<file path="config.mk">
export PLATFORM = sky130hd
export DESIGN_NAME = wb_fp_writeback
export DESIGN_NICKNAME = d
export VERILOG_FILES = /design/src/rtl/fp_wb_pkg.sv /design/src/rtl/fp_wb_fifo.sv /design/src/rtl/wb_fp_writeback.sv
export SDC_FILE = /design/constraint.sdc
export NUM_CORES = 1
export LEC_CHECK = 0
export BUFFER_PORTS_ARGS = -buffer_cell sky130_fd_sc_hd__clkbuf_2
export CAP_MARGIN = 20
export CELL_PAD_IN_SITES_DETAIL_PLACEMENT = 0
export CELL_PAD_IN_SITES_GLOBAL_PLACEMENT = 1
export CORE_ASPECT_RATIO = 0.5
export CORE_UTILIZATION = 45
export CTS_CLUSTER_SIZE = 25
export DETAILED_ROUTE_END_ITERATION = 7
export HOLD_SLACK_MARGIN = 0.03
export PLACE_DENSITY_LB_ADDON = 0.1
export SLEW_MARGIN = 20
export SYNTH_ARGS = -nofsm -noshare
export SYNTH_HDL_FRONTEND = slang
export SYNTH_HIERARCHICAL = 1
export SYNTH_SLANG_ARGS = --single-unit
</file>
<file path="constraint.sdc">
create_clock -name clk -period 5.75 [get_ports clk]
set_input_delay 0 -clock clk [delete_from_list [all_inputs] [get_ports clk]]
set_output_delay 0 -clock clk [all_outputs]
set_load 0.03 [all_outputs]
</file>
<file path="src/rtl/fp_wb_pkg.sv">
// Shared types and constants for the FP writeback block: the buffered
// {destination, data} entry and the FP register-file geometry.
package fp_wb_pkg;

  localparam int DATA_WIDTH   = 32;
  localparam int FP_REG_COUNT = 32;
  localparam int RD_WIDTH     = $clog2(FP_REG_COUNT);

  typedef struct packed {
    logic [RD_WIDTH-1:0]   rd;
    logic [DATA_WIDTH-1:0] data;
  } fp_wb_entry_t;

endpackage

</file>
<file path="src/rtl/fp_wb_fifo.sv">
// First-word-fall-through FIFO of FP writeback entries. The head is readable
// in the cycle after it is written, so an idle FIFO adds one cycle of latency.
module fp_wb_fifo
  import fp_wb_pkg::*;
#(
  parameter int DEPTH = 4,
  localparam int PTR_W = $clog2(DEPTH),
  localparam int CNT_W = PTR_W + 1
) (
  input  logic             clk,
  input  logic             rst,
  input  logic             push,
  input  fp_wb_entry_t     push_entry,
  input  logic             pop,
  output fp_wb_entry_t     head,
  output logic             full,
  output logic             empty,
  output logic [CNT_W-1:0] count
);

  fp_wb_entry_t     mem [DEPTH];
  logic [PTR_W-1:0] wr_ptr_reg;
  logic [PTR_W-1:0] rd_ptr_reg;
  logic [CNT_W-1:0] count_reg;
  logic             do_push;
  logic             do_pop;

  assign full    = (count_reg == CNT_W'(DEPTH));
  assign empty   = (count_reg == '0);
  assign count   = count_reg;
  assign head    = mem[rd_ptr_reg];
  // Guards make the FIFO safe against a careless caller.
  assign do_push = push && !full;
  assign do_pop  = pop && !empty;

  always_ff @(posedge clk) begin
    if (do_push) begin
      mem[wr_ptr_reg] <= push_entry;
    end
  end

  // DEPTH is a power of two, so pointers wrap naturally.
  always_ff @(posedge clk) begin
    if (rst) begin
      wr_ptr_reg <= '0;
      rd_ptr_reg <= '0;
      count_reg  <= '0;
    end else begin
      if (do_push) wr_ptr_reg <= wr_ptr_reg + 1'b1;
      if (do_pop)  rd_ptr_reg <= rd_ptr_reg + 1'b1;
      case ({do_push, do_pop})
        2'b10:   count_reg <= count_reg + CNT_W'(1);
        2'b01:   count_reg <= count_reg - CNT_W'(1);
        default: count_reg <= count_reg;
      endcase
    end
  end

endmodule

</file>
<file path="src/rtl/wb_fp_writeback.sv">
// FP register-file write port: loads take priority over buffered FPU results,
// and a per-register scoreboard tracks outstanding writes for hazard stalls.
module wb_fp_writeback #(
  parameter int DATA_WIDTH = 32,
  parameter int FIFO_DEPTH = 4
) (
  input  logic                  clk,
  input  logic                  rst,
  input  logic                  issue_valid,
  input  logic [4:0]            issue_rd,
  output logic [31:0]           busy_vec,
  input  logic                  ld_valid,
  input  logic [4:0]            ld_rd,
  input  logic [DATA_WIDTH-1:0] ld_data,
  input  logic                  fpu_valid,
  output logic                  fpu_ready,
  input  logic [4:0]            fpu_rd,
  input  logic [DATA_WIDTH-1:0] fpu_data,
  output logic                  reg_write,
  output logic [4:0]            rd_addr,
  output logic [DATA_WIDTH-1:0] rd_data
);
  import fp_wb_pkg::*;

  localparam int CNT_W = $clog2(FIFO_DEPTH) + 1;

  fp_wb_entry_t          fpu_entry;
  fp_wb_entry_t          fifo_head;
  logic                  fifo_full;
  logic                  fifo_empty;
  logic [CNT_W-1:0]      fifo_count;
  logic                  fifo_push;
  logic                  fifo_pop;

  logic                  reg_write_reg;
  logic                  reg_write_next;
  logic [4:0]            rd_addr_reg;
  logic [4:0]            rd_addr_next;
  logic [DATA_WIDTH-1:0] rd_data_reg;
  logic [DATA_WIDTH-1:0] rd_data_next;
  logic [31:0]           busy_reg;
  logic [31:0]           busy_next;

  // Ready depends only on registered occupancy, never on fpu_valid.
  assign fpu_ready      = (fifo_count != CNT_W'(FIFO_DEPTH));
  assign fifo_push      = fpu_valid && !fifo_full;
  assign fpu_entry.rd   = fpu_rd;
  assign fpu_entry.data = fpu_data;

  fp_wb_fifo #(
    .DEPTH(FIFO_DEPTH)
  ) u_fifo (
    .clk       (clk),
    .rst       (rst),
    .push      (fifo_push),
    .push_entry(fpu_entry),
    .pop       (fifo_pop),
    .head      (fifo_head),
    .full      (fifo_full),
    .empty     (fifo_empty),
    .count     (fifo_count)
  );

  always_comb begin
    reg_write_next = 1'b0;
    rd_addr_next   = rd_addr_reg;
    rd_data_next   = rd_data_reg;
    fifo_pop       = 1'b0;
    if (ld_valid) begin
      reg_write_next = 1'b1;
      rd_addr_next   = ld_rd;
      rd_data_next   = ld_data;
    end else if (!fifo_empty) begin
      fifo_pop       = 1'b1;
      reg_write_next = 1'b1;
      rd_addr_next   = fifo_head.rd;
      rd_data_next   = fifo_head.data;
    end
  end

  // A new issue to a register outranks the retiring write to that register.
  for (genvar gi = 0; gi < FP_REG_COUNT; gi++) begin : g_busy
    assign busy_next[gi] = (issue_valid && issue_rd == 5'(gi)) ? 1'b1 :
                           (reg_write_reg && rd_addr_reg == 5'(gi)) ? 1'b0 :
                           busy_reg[gi];
  end

  always_ff @(posedge clk) begin
    if (rst) begin
      reg_write_reg <= 1'b0;
      rd_addr_reg   <= '0;
      rd_data_reg   <= '0;
      busy_reg      <= '0;
    end else begin
      reg_write_reg <= reg_write_next;
      rd_addr_reg   <= rd_addr_next;
      rd_data_reg   <= rd_data_next;
      busy_reg      <= busy_next;
    end
  end

  assign reg_write = reg_write_reg;
  assign rd_addr   = rd_addr_reg;
  assign rd_data   = rd_data_reg;
  assign busy_vec  = busy_reg;

endmodule

</file>
==> Word level (Yosys, flattened, before mapping) <==
Memory sizes are Yosys's and may differ from the RTL's. A register that Yosys moved wholly into a read port is not among the register bits.
Index checks and enable logic that the tools add are counted.
{ "totals": {"register_bits": 77, "mem_bits_rw": 148, "input_bits": 84, "wordCells": 291, "memories": 1} }
{ "memory_table": {"columns": ["memory", "depth", "word_bits", "rd", "rd_ports_with_merged_regs", "wr", "line_no", "text"], "rows": [
  ["u_fifo.mem", 4, 37, 1, 1, 1, "fp_wb_fifo.sv:21", "fp_wb_entry_t mem [DEPTH];"]
]} }
{ "op_classes": {"n_addsub": 4, "n_eq_ne": 67, "n_mux": 76, "n_reduce_logical": 105} }
{ "ops": {"columns": ["cell", "count"], "rows": [
  ["equality test 5 bit, second input constant", 32],
  ["equality test 5 x 4 -> 1 bit, second input constant", 16],
  ["2-to-1 mux 1 bit", 69],
  ["logical AND 1 bit", 67],
  ["nonzero test 2 bit", 33],
  ["2-to-1 mux 32 bit", 2],
  ["equality test 5 x 3 -> 1 bit, second input constant", 8],
  ["equality test 5 x 2 -> 1 bit, second input constant", 4],
  ["equality test 5 x 1 -> 1 bit, second input constant", 2],
  ["logical NOT 5 bit", 2],
  ["2-to-1 mux 5 bit", 2],
  ["case mux 3 bit (2 select lines)", 1],
  ["adder 2 x 1 -> 2 bit, second input constant", 2],
  ["2-to-1 mux 2 bit", 2],
  ["adder 3 x 1 -> 3 bit, second input constant", 1],
  ["equality test 3 bit, second input constant", 1],
  ["logical NOT 3 bit", 1],
  ["!= test 3 bit, second input constant", 1],
  ["subtractor 3 x 1 -> 3 bit, second input constant", 1],
  ["equality test 2 x 1 -> 1 bit, second input constant", 1],
  ["equality test 2 bit, second input constant", 1],
  ["logical NOT 1 bit", 2],
  ["!= test 2 bit, second input constant", 1]
]} }

==> Longest topological paths before layout <==
Gate-level depths: netlist of run 1.
{ "depth": {"depth_word": 6, "mapped_depth": 12} }

==> Hierarchy <==
The synthesis of run 1 kept the hierarchy.
{ "modules_own_cells": {"columns": ["module", "n_inst", "cells_per_inst", "area_per_inst_um2", "seq_area_each_um2"], "rows": [
  ["fp_wb_fifo", 1, 247, 5866.9, 4624.4],
  ["wb_fp_writeback", 1, 372, 3123.0, 1401.3]
]} }

==> Worst setup path before layout of run 1 <==
No wires, ideal clock.
{ "synth_timing": {"path_kind": "register to register", "startpoint": "register u_fifo.count_reg[0], in the netlist u_fifo/count[0]", "endpoint": "register u_fifo.count_reg[2], in the netlist u_fifo/count[2]", "setup_time_ns": 0.070, "t_arrival_ns": 2.234, "setup_slack_ns": 3.446, "path_stages_with_launch": 13, "path_buffers": 2, "synth_period_minus_slack_ns": 2.304, "path_cell_list": "dfxtp_1 > nor3_1 > buf_4 > buf_6 > nor2_1 > o31ai_1 > inv_1 > ha_1 > inv_1 > fa_1 > xor2_1 > or3_1 > a21oi_1"} }
{ "synth_between": {"elab_chain_cells": 6, "elab_cells_between_ends": 15, "classes_between": "add/sub: 2; eq/ne: 3; mux: 3; reduce/logical: 7"} }
{ "synth_rtl": {"columns": ["item", "line_no", "text"], "rows": [
  ["from (decl)", "fp_wb_fifo.sv:24", "logic [CNT_W-1:0] count_reg;"],
  ["from (signal assigned)", "fp_wb_fifo.sv:52", "2'b10: count_reg <= count_reg + CNT_W'(1);"],
  ["from (signal assigned)", "fp_wb_fifo.sv:53", "2'b01: count_reg <= count_reg - CNT_W'(1);"],
  ["from (signal assigned)", "fp_wb_fifo.sv:54", "default: count_reg <= count_reg;"],
  ["logical NOT 3 bit (*)", "fp_wb_fifo.sv:29", "assign empty = (count_reg == '0);"],
  ["net fifo_empty", "wb_fp_writeback.sv:30", "logic fifo_empty;"],
  ["2-to-1 mux 1 bit (*)", "wb_fp_writeback.sv:73", "end else if (!fifo_empty) begin"],
  ["2-to-1 mux 1 bit (*)", "wb_fp_writeback.sv:69", "if (ld_valid) begin"],
  ["net fifo_pop", "wb_fp_writeback.sv:33", "logic fifo_pop;"],
  ["logical AND 1 bit (*)", "fp_wb_fifo.sv:34", "assign do_pop = pop && !empty;"],
  ["net u_fifo.do_pop", "fp_wb_fifo.sv:26", "logic do_pop;"],
  ["equality test 2 x 1 -> 1 bit / equality test 2 bit (equally long branches)", "fp_wb_fifo.sv:51", "case ({do_push, do_pop})"],
  ["case mux 3 bit (2 select lines) / nonzero test 2 bit (equally long branches)", null, null]
]} }
Mark *: on every way through the listed nets, which the timed path passes. The rest lies on a longest branch.
A chain may end at the register's enable or synchronous reset.

==> Worst setup path after layout of run 1 <==
Ends and elaborated chain as after synthesis.

==> results.toml, run 1 <==
[critical_path]
crit_required_ns = 6.17
critPathMaxFanout = 41
worstPathCellList = "nor3_2, buf_4, nor2_1, o31ai_1, inv_1, ha_1, inv_1, fa_1, xor2_1, or3_1, a21oi_1"
cp_slowest_cell = "dfxtp_1"
worst_ep_arrival_time_ns = 2.94
endpoint_kind = "register"
rr_worst_depth = 11
crit_top_cell = "inv_1"
worst_setup_path_start_kind = "register"
timing.rr.start = "u_fifo/count[0]$_SDFFE_PP0P_"
worstSetupPathType = "reg -> reg"
max_stage_delay_ns = 0.46
r2r_end = "u_fifo/count[2]$_SDFFE_PP0P_"
cpLargestDelayFamily = "simple AND/OR/NAND/NOR gates"
crit_buf_inv = 3
r2r_setup_slack_ns = 3.23

[floorplan]
start_util = 0.4609
die_area_sq_um = 20580
core_area_sq_um = 19500
pin_count = 155
die_h_um = 101.9
rows = 36
die_w_um = 201.9

[detailed_routing]
drc = 0
postRouteAntennaNets = 0
wl_mm = 19.37
first_pass_iters = 7
wl_per_cell_um = 17.08
vias_per_cell = 5.055
vias = 5732
drt_iter0_drc = 315

[global_route]
antenna_found_initial = 0
grt_max_degree = 84
grt_use_total = 0.1906
grt_pass1_vias = 5524
overflow = 0
grt_pass1_wl_mm = 30.26

[clock_tree]
cts-root-buf = "clkbuf_16"
path_clk_slew_ns = 0.07
htree_levels = 1
numCtsBuffers = 21
cts_tree = "built"
cts_setup_buffers = 0
clock-sinks = 227
clk_latency_ns = 0.51
clockBufferDepth = 3

[timing]
maxSlewHeadroom = 0.2981
tns_ns = 0
worst_pin_slew_ns = 1.053
skew_ns = 0.01842
post-route-min-period_ns = 2.524
setup_viol = 0
rsz0062_at_grt = "false"
hold_viol = 0
slew_viol_final = 0
finalCritPeriodShare = 0.4389
fmax_mhz = 396.2

[logic_synthesis]
avgSynthCellArea_sq_um = 14.52
syn_nets = 709
async_flop_share = 0
ys.flop_type = "edfxtp_1"
synth_edf_count = 148
yosys_warnings = 6
synth_seq_cells = 227
yosysSeqAreaShare = 0.6703
synth_cell_types = 37
synth_cells = 619
netlist_area_sq_um = 8990

[finish]
n_antenna_cell = 0
fill_cells = 1621
drive_above_1_share = 0.3041
seq_area_sq_um = 6028
final_nets = 943
fin_util = 0.5853
largest_reg_flops = 148
syn_to_final_growth_pct = 26.97
multi_input_area_sq_um = 2741

[place]
gp_congestion = 0.7299
port_buffers = 154
place_hpwl_mm = 11.38

[worst_hold_path]
hold_path_end = "busy_vec[7]$_SDFFE_PP0P_"
hold_class = "in -> reg"
whs_path_depth = 3
hp-start = "issue_rd[2]"

[outcome]
status = "complete, no violations"

[power]
total_leakage_power_nw = 4.258
vdd_drop_max_mv = 0.2502
power_density_nw_per_um2 = 380.9
p_total_mw = 4.347

[job]
maxCapViolCount = 0
==> layer usage <==
layer | global-route usage | wire length [um] | up-vias
met5 | 0 | 0 | -
met1 | 0.2676 | 9096 | 2814
met4 | 0.03555 | 219 | 0
met3 | 0.03635 | 882 | 18
met2 | 0.3151 | 9175 | 124
li1 | - | - | 2776
==> area by class of cell <==
type,instances,area share
Clock inverter,12,0.007454
Multi-Input combinational cell,352,0.2402
Clock buffer,26,0.04856
Timing Repair Buffer,242,0.1436
Sequential cell,227,0.5281
Inverter,9,0.002960
Tap cell,266,0.02916
==> what timing repair did <==
action	4_1_cts	5_1_grt
hold buffers	83	0
hold endpoints to repair	218	0
gates resized for setup	0	0
==> metrics by stage <==
stage | worst slack [ns] | std cells | hold slack (ns) | instance area (sq um)
after detailed placement | 3.203 | 1013 | 0.2254 | 9945
after floorplan | 3.446 | 619 | 0.09887 | 8990
after CTS | 3.206 | 1134 | 0.03079 | 11410
after global placement | 3.319 | 1013 | 0.2178 | 9945
after global routing | 3.035 | 1134 | 0.08472 | 11410
final | 3.226 | 1134 | 0.05957 | 11410
==> synthesized netlist by cell type, types with 2 or more instances <==
| master | number | area [sq um] |
|---|---|---|
| xor2_1 | 3 | 26.28 |
| nand3_1 | 4 | 20.02 |
| nand4b_1 | 3 | 26.28 |
| nor2_1 | 11 | 41.29 |
| mux2_2 | 33 | 371.6 |
| a21oi_1 | 42 | 210.2 |
| nor2b_1 | 36 | 225.2 |
| clkbuf_1 | 8 | 30.03 |
| nand4_1 | 2 | 12.51 |
| buf_6 | 2 | 22.52 |
| mux4_1 | 6 | 157.7 |
| buf_1 | 5 | 18.77 |
| dfxtp_1 | 79 | 1582 |
| nand2_1 | 82 | 307.8 |
| o21ai_0 | 59 | 295.3 |
| mux4_2 | 31 | 698.2 |
| edfxtp_1 | 148 | 4444 |
| nand2b_1 | 4 | 25.02 |
| buf_12 | 3 | 60.06 |
| buf_2 | 11 | 55.05 |
| ha_1 | 5 | 62.56 |
| or3_1 | 4 | 25.02 |
| inv_1 | 9 | 33.78 |
| mux2_1 | 4 | 45.04 |
| nand4bb_1 | 3 | 33.78 |
| and2_1 | 4 | 25.02 |
| o21ai_1 | 8 | 40.04 |
==> cells in the final DEF, fill, tap and decap left out, types with 6 or more instances in the layout <==
| cell | Yosys | routed |
|---|---|---|
| dfxtp_1 | 79 | 77 |
| edfxtp_1 | 148 | 148 |
| clkbuf_16 | 0 | 21 |
| mux4_1 | 6 | 6 |
| a21oi_1 | 42 | 42 |
| dlygate4sd3_1 | 0 | 83 |
| nand2_1 | 82 | 82 |
| o21ai_1 | 8 | 8 |
| clkinv_2 | 0 | 7 |
| clkbuf_2 | 1 | 153 |
| nor2b_1 | 36 | 36 |
| o21ai_0 | 59 | 59 |
| mux2_2 | 33 | 33 |
| mux4_2 | 31 | 31 |
| inv_1 | 9 | 8 |
| nor2_1 | 11 | 11 |
==> worst register-to-register path: cells and delay by family (launching register included) <==
kind                     cells  cell delay [ns]
AND/OR/NAND/NOR              3             0.59
adder cells (fa/ha/maj)      2             0.55
flip-flops                   1             0.46
buffers and inverters        3             0.42
AO/OA/AOI/OAI                2             0.26
XOR/XNOR                     1             0.16
==> how the worst max path moves through the flow <==
stage / from / end / slack [ns] / cells after the start
4_1_cts: u_fifo/count[0]$_SDFFE_PP0P_ / u_fifo/count[2]$_SDFFE_PP0P_ / 3.21 / 11
3_5_place_dp: u_fifo/count[0]$_SDFFE_PP0P_ / u_fifo/count[2]$_SDFFE_PP0P_ / 3.20 / 11
5_1_grt: u_fifo/count[0]$_SDFFE_PP0P_ / u_fifo/count[2]$_SDFFE_PP0P_ / 3.04 / 11
6_report: u_fifo/count[0]$_SDFFE_PP0P_ / u_fifo/count[2]$_SDFFE_PP0P_ / 3.23 / 11
3_3_place_gp: u_fifo/count[0]$_SDFFE_PP0P_ / u_fifo/count[2]$_SDFFE_PP0P_ / 3.32 / 11
2_1_floorplan: u_fifo/count[0]$_SDFFE_PP0P_ / u_fifo/count[2]$_SDFFE_PP0P_ / 3.45 / 12
==> cell families after synthesis <==
logic type,count (synthesis),share of synthesized area
DFF,227,0.6703
muxes,75,0.1427
AOI/OAI and AO/OA,110,0.06152
xor gates and xnor gates,3,0.002923
and+or+nand+nor,158,0.08754
adders and majority gates,6,0.009186
buffers and inverters,40,0.02589
==> where the power goes <==
| part | switching, mW | internal, mW | total, mW | leakage (nW) |
|---|---|---|---|---|
| combinational | 0.549 | 0.488 | 1.04 | 1.93 |
| clock | 0.585 | 0.732 | 1.32 | 0.321 |
| sequential | 0.0785 | 1.92 | 1.99 | 2.01 |
Power figures use the tool's default switching activity.
==> inputs of run 2 (changes only) <==
Settings changed: ABC_AREA set to 1, CORE_UTILIZATION 45 to 39.
Clock period 5.75 ns to 2.1 ns, I/O delays scaled along.
==> run 2 against run 1 <==
Compared with the run above:
- final cell count rose by 32%
- register-to-register slack got worse by 3.0 ns
- total power grew to 2.9 times the previous value
- flip-flop and latch count is the same
- critical path type unchanged
- global-route usage grew 0.62 points
- sequential share of layout area shrank 2.6 points
- largest power group unchanged
- clock skew is 0.0045 ns lower
- combinational power grew to 2.9 times the previous value
- critical path depth up 4
==> results.toml, run 2 <==
[outcome]
status = "complete, no violations"

[worst_hold_path]
hold_class = "in -> reg"
whs_path_depth = 2

[power]
pwr-share-seq = 0.439
power.switching_mw = 3.980
p_sw_frac = 0.3160
total_leakage_power_nw = 4.954
internal_power_mw = 8.614
vdd_drop_max_mv = 0.5035
pwr-share-clk = 0.321
power_density_nw_per_um2 = 1049
pwr-share-comb = 0.240

[logic_synthesis]
synthAdderAreaFrac = 0.008961
synth_xor_area_frac = 0
synth_edf_count = 148
syn_nets = 1021
avgSynthCellArea_sq_um = 9.898
yosysMostFrequentCell = "nand2_1"
synth_cells = 931
synth-compound-area-share = 0.08649
ys.flop_type = "edfxtp_1"
synth.area.top_cells = "edfxtp_1 (48%), dfxtp_1 (17%), nand2_1 (9.9%)"
yosysTopAreaCellShare = 0.4823
yosysTopAreaCell = "edfxtp_1"
yosys_warnings = 6
synth_top_family_by_area = "simple AND/OR/NAND/NOR gates"
netlist_area_sq_um = 9215
synth_common_cells = "nand2_1 (242), edfxtp_1 (148), nor2_1 (106)"
yosysSeqAreaShare = 0.6539
synth.area.mux_share = 0
yosys.area_share.simple = 0.1879
synth_seq_cells = 227
synth_cell_types = 21
async_flop_share = 0

[detailed_routing]
drc = 0
vias = 7203
wl_per_cell_um = 15.62
drt_iter0_drc = 405
wl_mm = 23.40
postRouteAntennaNets = 0
first_pass_iters = 5
vias_per_cell = 4.808

[critical_path]
crit_top_cell = "inv_1"
worst_ep_arrival_time_ns = 2.25
worstSetupPathType = "reg -> reg"
worstPathCellList = "inv_1, nand2_2, inv_1, nor2_4, nand2_1, inv_1, ha_2, inv_1, fa_2, inv_1, nand2_1, nand3_1, nand2_1, nand2_1, nor2_1"
max_stage_delay_ns = 0.34
crit_required_ns = 2.51
critPathMaxFanout = 4
cp_slowest_cell = "dfxtp_2"
endpoint_kind = "register"
worst_setup_path_start_kind = "register"
rr_worst_depth = 15

[timing]
whs_ns = 0.2382
rsz0062_at_grt = "false"
slew_viol_final = 0
maxSlewHeadroom = 0.4513
post-route-min-period_ns = 1.840
worst_pin_slew_ns = 0.8219
setup_viol = 0
fmax_mhz = 543.5
skew_ns = 0.01388
hold_viol = 0
finalCritPeriodShare = 0.8761

[floorplan]
pin_count = 155
start_util = 0.4009
die_area_sq_um = 24280
die_w_um = 219.4
core_area_sq_um = 22980
die_h_um = 110.7
rows = 39

[finish]
n_antenna_cell = 0
mostFrequentLayoutCell = "nand2_1"
mostFrequentLayoutCells = "nand2_1 (240), clkbuf_2 (154), edfxtp_1 (148)"
fin_util = 0.5224
syn_to_final_growth_pct = 30.29
largest_reg_flops = 148
final_cells = 1498
design_area_sq_um = 12010
final_nets = 1265
drive_above_1_share = 0.1998

[clock_tree]
numCtsBuffers = 22
cts-root-buf = "clkbuf_16"
cts_tree = "built"
htree_levels = 1
path_clk_slew_ns = 0.07
cts_setup_buffers = 0
clk_latency_ns = 0.52
clockBufferDepth = 3
clock-sinks = 227

[global_route]
antenna_found_initial = 0
grt_pass1_wl_mm = 37.34
grt_use_total = 0.1968
overflow = 0
grt_pass1_vias = 7102
grt_max_degree = 47

[place]
place_hpwl_mm = 14.82
dp_cells = 1369
dpl-instance-area_sq_um = 10360
port_buffers = 154
gp_congestion = 0.7996

[job]
maxCapViolCount = 0
## run 2: changes by cell type in the layout (fill, tap and decap cells not counted), sizes merged, moves of 5 or more
cell / previous run / this run
o22ai: 0 / 37
mux2: 37 / 0
o21ai: 67 / 76
buf: 6 / 23
nor2: 11 / 114
a21oi: 42 / 37
nor2b: 36 / 0
inv: 9 / 74
nand3: 4 / 72
mux4: 37 / 0
dlygate4sd3: 83 / 89
nand2: 82 / 242
## run 2: kinds of logic after synthesis
kind of cell             after synthesis
flip-flops                           227
AO/OA/AOI/OAI                        150
AND/OR/NAND/NOR                      428
adder cells (fa/ha/maj)                6
buffers and inverters                120
## run 2: layout make-up
type	instances	area, sq um
inverter	74	277.8
fill	2094	10980
clock buffer	27	579.3
multi-input combinational	584	2666
clock inverter	13	158.9
tap	307	384.1
sequential	227	6031
timing repair buffer	266	1909
## run 2: power groups by stage
| stage | sequential [mW] | clock, mW | combinational, mW |
|---|---|---|---|
| floorplan | 5.86 | 0 | 1.76 |
| CTS | 5.53 | 4.15 | 3.05 |
| global placement | 5.62 | 0 | 2.89 |
| detailed placement | 5.63 | 0 | 2.91 |
| finish | 5.53 | 4.04 | 3.02 |
| global route | 5.58 | 4.32 | 3.37 |
## run 2: worst max-delay path, delay by kind of cell (launching register included)
kind | cells | cell delay, ns
buffers and inverters | 5 | 0.35
flip-flops | 1 | 0.34
adder cells (fa/ha/maj) | 2 | 0.51
AND/OR/NAND/NOR | 8 | 0.54
## run 2: final timing paths
check                          startpoint                            to  slack (ns)
max          u_fifo/count[2]$_SDFFE_PP0P_  u_fifo/count[2]$_SDFFE_PP0P_        0.26
min                          fpu_data[20]   u_fifo/mem[0][20]$_DFFE_PP_        0.24
max reg2reg  u_fifo/count[2]$_SDFFE_PP0P_  u_fifo/count[2]$_SDFFE_PP0P_        0.26
min reg2reg      busy_vec[1]$_SDFFE_PP0P_      busy_vec[1]$_SDFFE_PP0P_        0.46
## run 2: repair_timing
action,in CTS,in global routing
hold buffers,90,0
gates resized for setup,0,7
setup endpoints to repair,0,2
endpoints found under the hold margin,224,0
## run 2: routing by layer
layer | global-route usage | up-vias | wire length, um
met5 | 0 | - | 0
met4 | 0.04444 | 0 | 381
met3 | 0.03621 | 33 | 1136
met2 | 0.3264 | 177 | 10900
met1 | 0.2677 | 3368 | 10990
li1 | - | 3625 | -
## run 2: metrics by stage
step | worst slack [ns] | setup TNS [ns] | power, mW
after detailed placement | 0.1552 | 0 | 8.541
after global placement | 0.1936 | 0 | 8.511
after floorplan | -0.2007 | -29.71 | 7.618
after global routing | 0.04329 | 0 | 13.28
final | 0.2602 | 0 | 12.59
after CTS | 0.04784 | 0 | 12.74
==> inputs of run 3 (changes only) <==
==> constraint.sdc (replaced) <==
create_clock -name clk -period 2.1 [get_ports clk]
set_input_delay 0.315 -clock clk [delete_from_list [all_inputs] [get_ports clk]]
set_output_delay 0.315 -clock clk [all_outputs]
set_load 0.03 [all_outputs]
==> run 3 against run 2 <==
Compared with the run above:
- first-iteration DRC count grew 26%
- utilization shrank 3.0 points
- register-to-register slack lost 0.08 ns
- die area unchanged
- combinational power decreased by 2%
- clock power shrank 8.4%
- critical path type unchanged
==> results.toml, run 3 (synthesis results as in run 2) <==
[worst_hold_path]
hold_class = "in -> reg"

[clock_tree]
cts-root-buf = "clkbuf_16"
cts_tree = "built"
clk_latency_ns = 0.52
numCtsBuffers = 21
path_clk_slew_ns = 0.07
htree_levels = 1
clockBufferDepth = 3
clock-sinks = 227

[finish]
n_antenna_cell = 0
largest_reg_flops = 148
design_area_sq_um = 11320
syn_to_final_growth_pct = 22.89
final_nets = 1204
drive_above_1_share = 0.2019
mostFrequentLayoutCells = "nand2_1 (241), clkbuf_2 (154), edfxtp_1 (148)"
mostFrequentLayoutCell = "nand2_1"
fin_util = 0.4927

[power]
total_leakage_power_nw = 4.662
power_density_nw_per_um2 = 1072
p_total_mw = 12.14
vdd_drop_max_mv = 0.5033

[detailed_routing]
first_pass_iters = 5
wl_mm = 23.08
vias_per_cell = 4.806
postRouteAntennaNets = 0
drt_iter0_drc = 512
vias = 6901
drc = 0
wl_per_cell_um = 16.07

[global_route]
grt_pass1_wl_mm = 36.42
grt_pass1_vias = 6636
grt_use_total = 0.1936
antenna_found_initial = 0
grt_max_degree = 75
overflow = 0

[critical_path]
cp_slowest_cell = "fa_1"
cpLargestDelayFamily = "simple AND/OR/NAND/NOR gates"
critPathMaxFanout = 4
r2r_setup_slack_ns = 0.18
crit_required_ns = 2.52
worstPathCellList = "nor2_1, nand2_2, inv_1, nor2_4, nand2_1, inv_1, ha_1, inv_1, fa_1, inv_1, nand2_1, nand3_1, nand2_1, nand2_1, nor2_1"
max_stage_delay_ns = 0.38
worstSetupPathType = "reg -> reg"
endpoint_kind = "register"
worst_setup_path_start_kind = "register"
crit_buf_inv = 4
worst_ep_arrival_time_ns = 2.34

[place]
port_buffers = 154
place_hpwl_mm = 14.81
pre_cts_slack_ns = 0.1340
gp_congestion = 0.7909
dpl-instance-area_sq_um = 10370

[timing]
worst_pin_slew_ns = 0.8277
slew_viol_final = 0
fmax_mhz = 520.9
finalCritPeriodShare = 0.9142
setup_ws_ns = 0.1802
post-route-min-period_ns = 1.920
maxSlewHeadroom = 0.4482
whs_ns = 0.04487
setup_viol = 0
hold_viol = 0
skew_ns = 0.01968

[floorplan]
start_util = 0.4009
die_h_um = 110.7
die_w_um = 219.4
pin_count = 155
core_area_sq_um = 22980
rows = 39
die_area_sq_um = 24280

[job]
maxCapViolCount = 0

[outcome]
status = "complete, no violations"
-- run 3: report_power, final --
part	switching (mW)	internal, mW	leakage (nW)
registers	0.217	5.27	2.01
logic	2.04	0.915	2.34
clock network	1.67	2.03	0.313
-- run 3: what timing repair did --
item                       CTS  global route
buffers inserted             0             0
gates resized for setup      0             1
hold buffers                30             0
setup endpoints to repair    0             1
hold endpoints to repair   119             0
-- run 3: path summary, 6_finish.rpt --
| check | startpoint | endpoint | cells past startpoint |
|---|---|---|---|
| worst max-delay path | u_fifo/count[1]$_SDFFE_PP0P_ | u_fifo/count[2]$_SDFFE_PP0P_ | 15 |
| worst min-delay path | fpu_data[5] | u_fifo/mem[1][5]$_DFFE_PP_ | 1 |
| worst max register to register | u_fifo/count[1]$_SDFFE_PP0P_ | u_fifo/count[2]$_SDFFE_PP0P_ | 15 |
| worst min register to register | busy_vec[0]$_SDFFE_PP0P_ | busy_vec[0]$_SDFFE_PP0P_ | 2 |
-- run 3: worst register-to-register path, stage by stage (launching register included) --
cell,delay [ns]
dfxtp_1,0.37
nor2_1,0.09
nand2_2,0.09
inv_1,0.08
nor2_4,0.09
nand2_1,0.07
inv_1,0.08
ha_1,0.17
inv_1,0.06
fa_1,0.38
inv_1,0.07
nand2_1,0.04
nand3_1,0.08
nand2_1,0.06
nand2_1,0.05
nor2_1,0.04
-- run 3: final cells by class --
type                       count  area (sq um)
clock buffer                  25         560.5
timing repair buffer         206          1324
sequential                   227          6028
tap                          307         384.1
inverter                      74         277.8
multi-input combinational    584          2656
fill                        2163         11660
clock inverter                13         93.84
-- run 3: per-stage QoR --
step,std cells,TNS (ns)
CTS,1436,0
detailed placement,1368,0
global placement,1368,0
floorplan,931,-29.71
finish,1436,0
global route,1436,-0.003761
-- run 3: metal layers --
layer | track usage | routed length [um] | up-vias
met4 | 0.03750 | 351 | 0
met3 | 0.03594 | 1410 | 23
met2 | 0.3180 | 10790 | 147
li1 | - | - | 3492
met5 | 0 | 0 | -
met1 | 0.2685 | 10530 | 3239
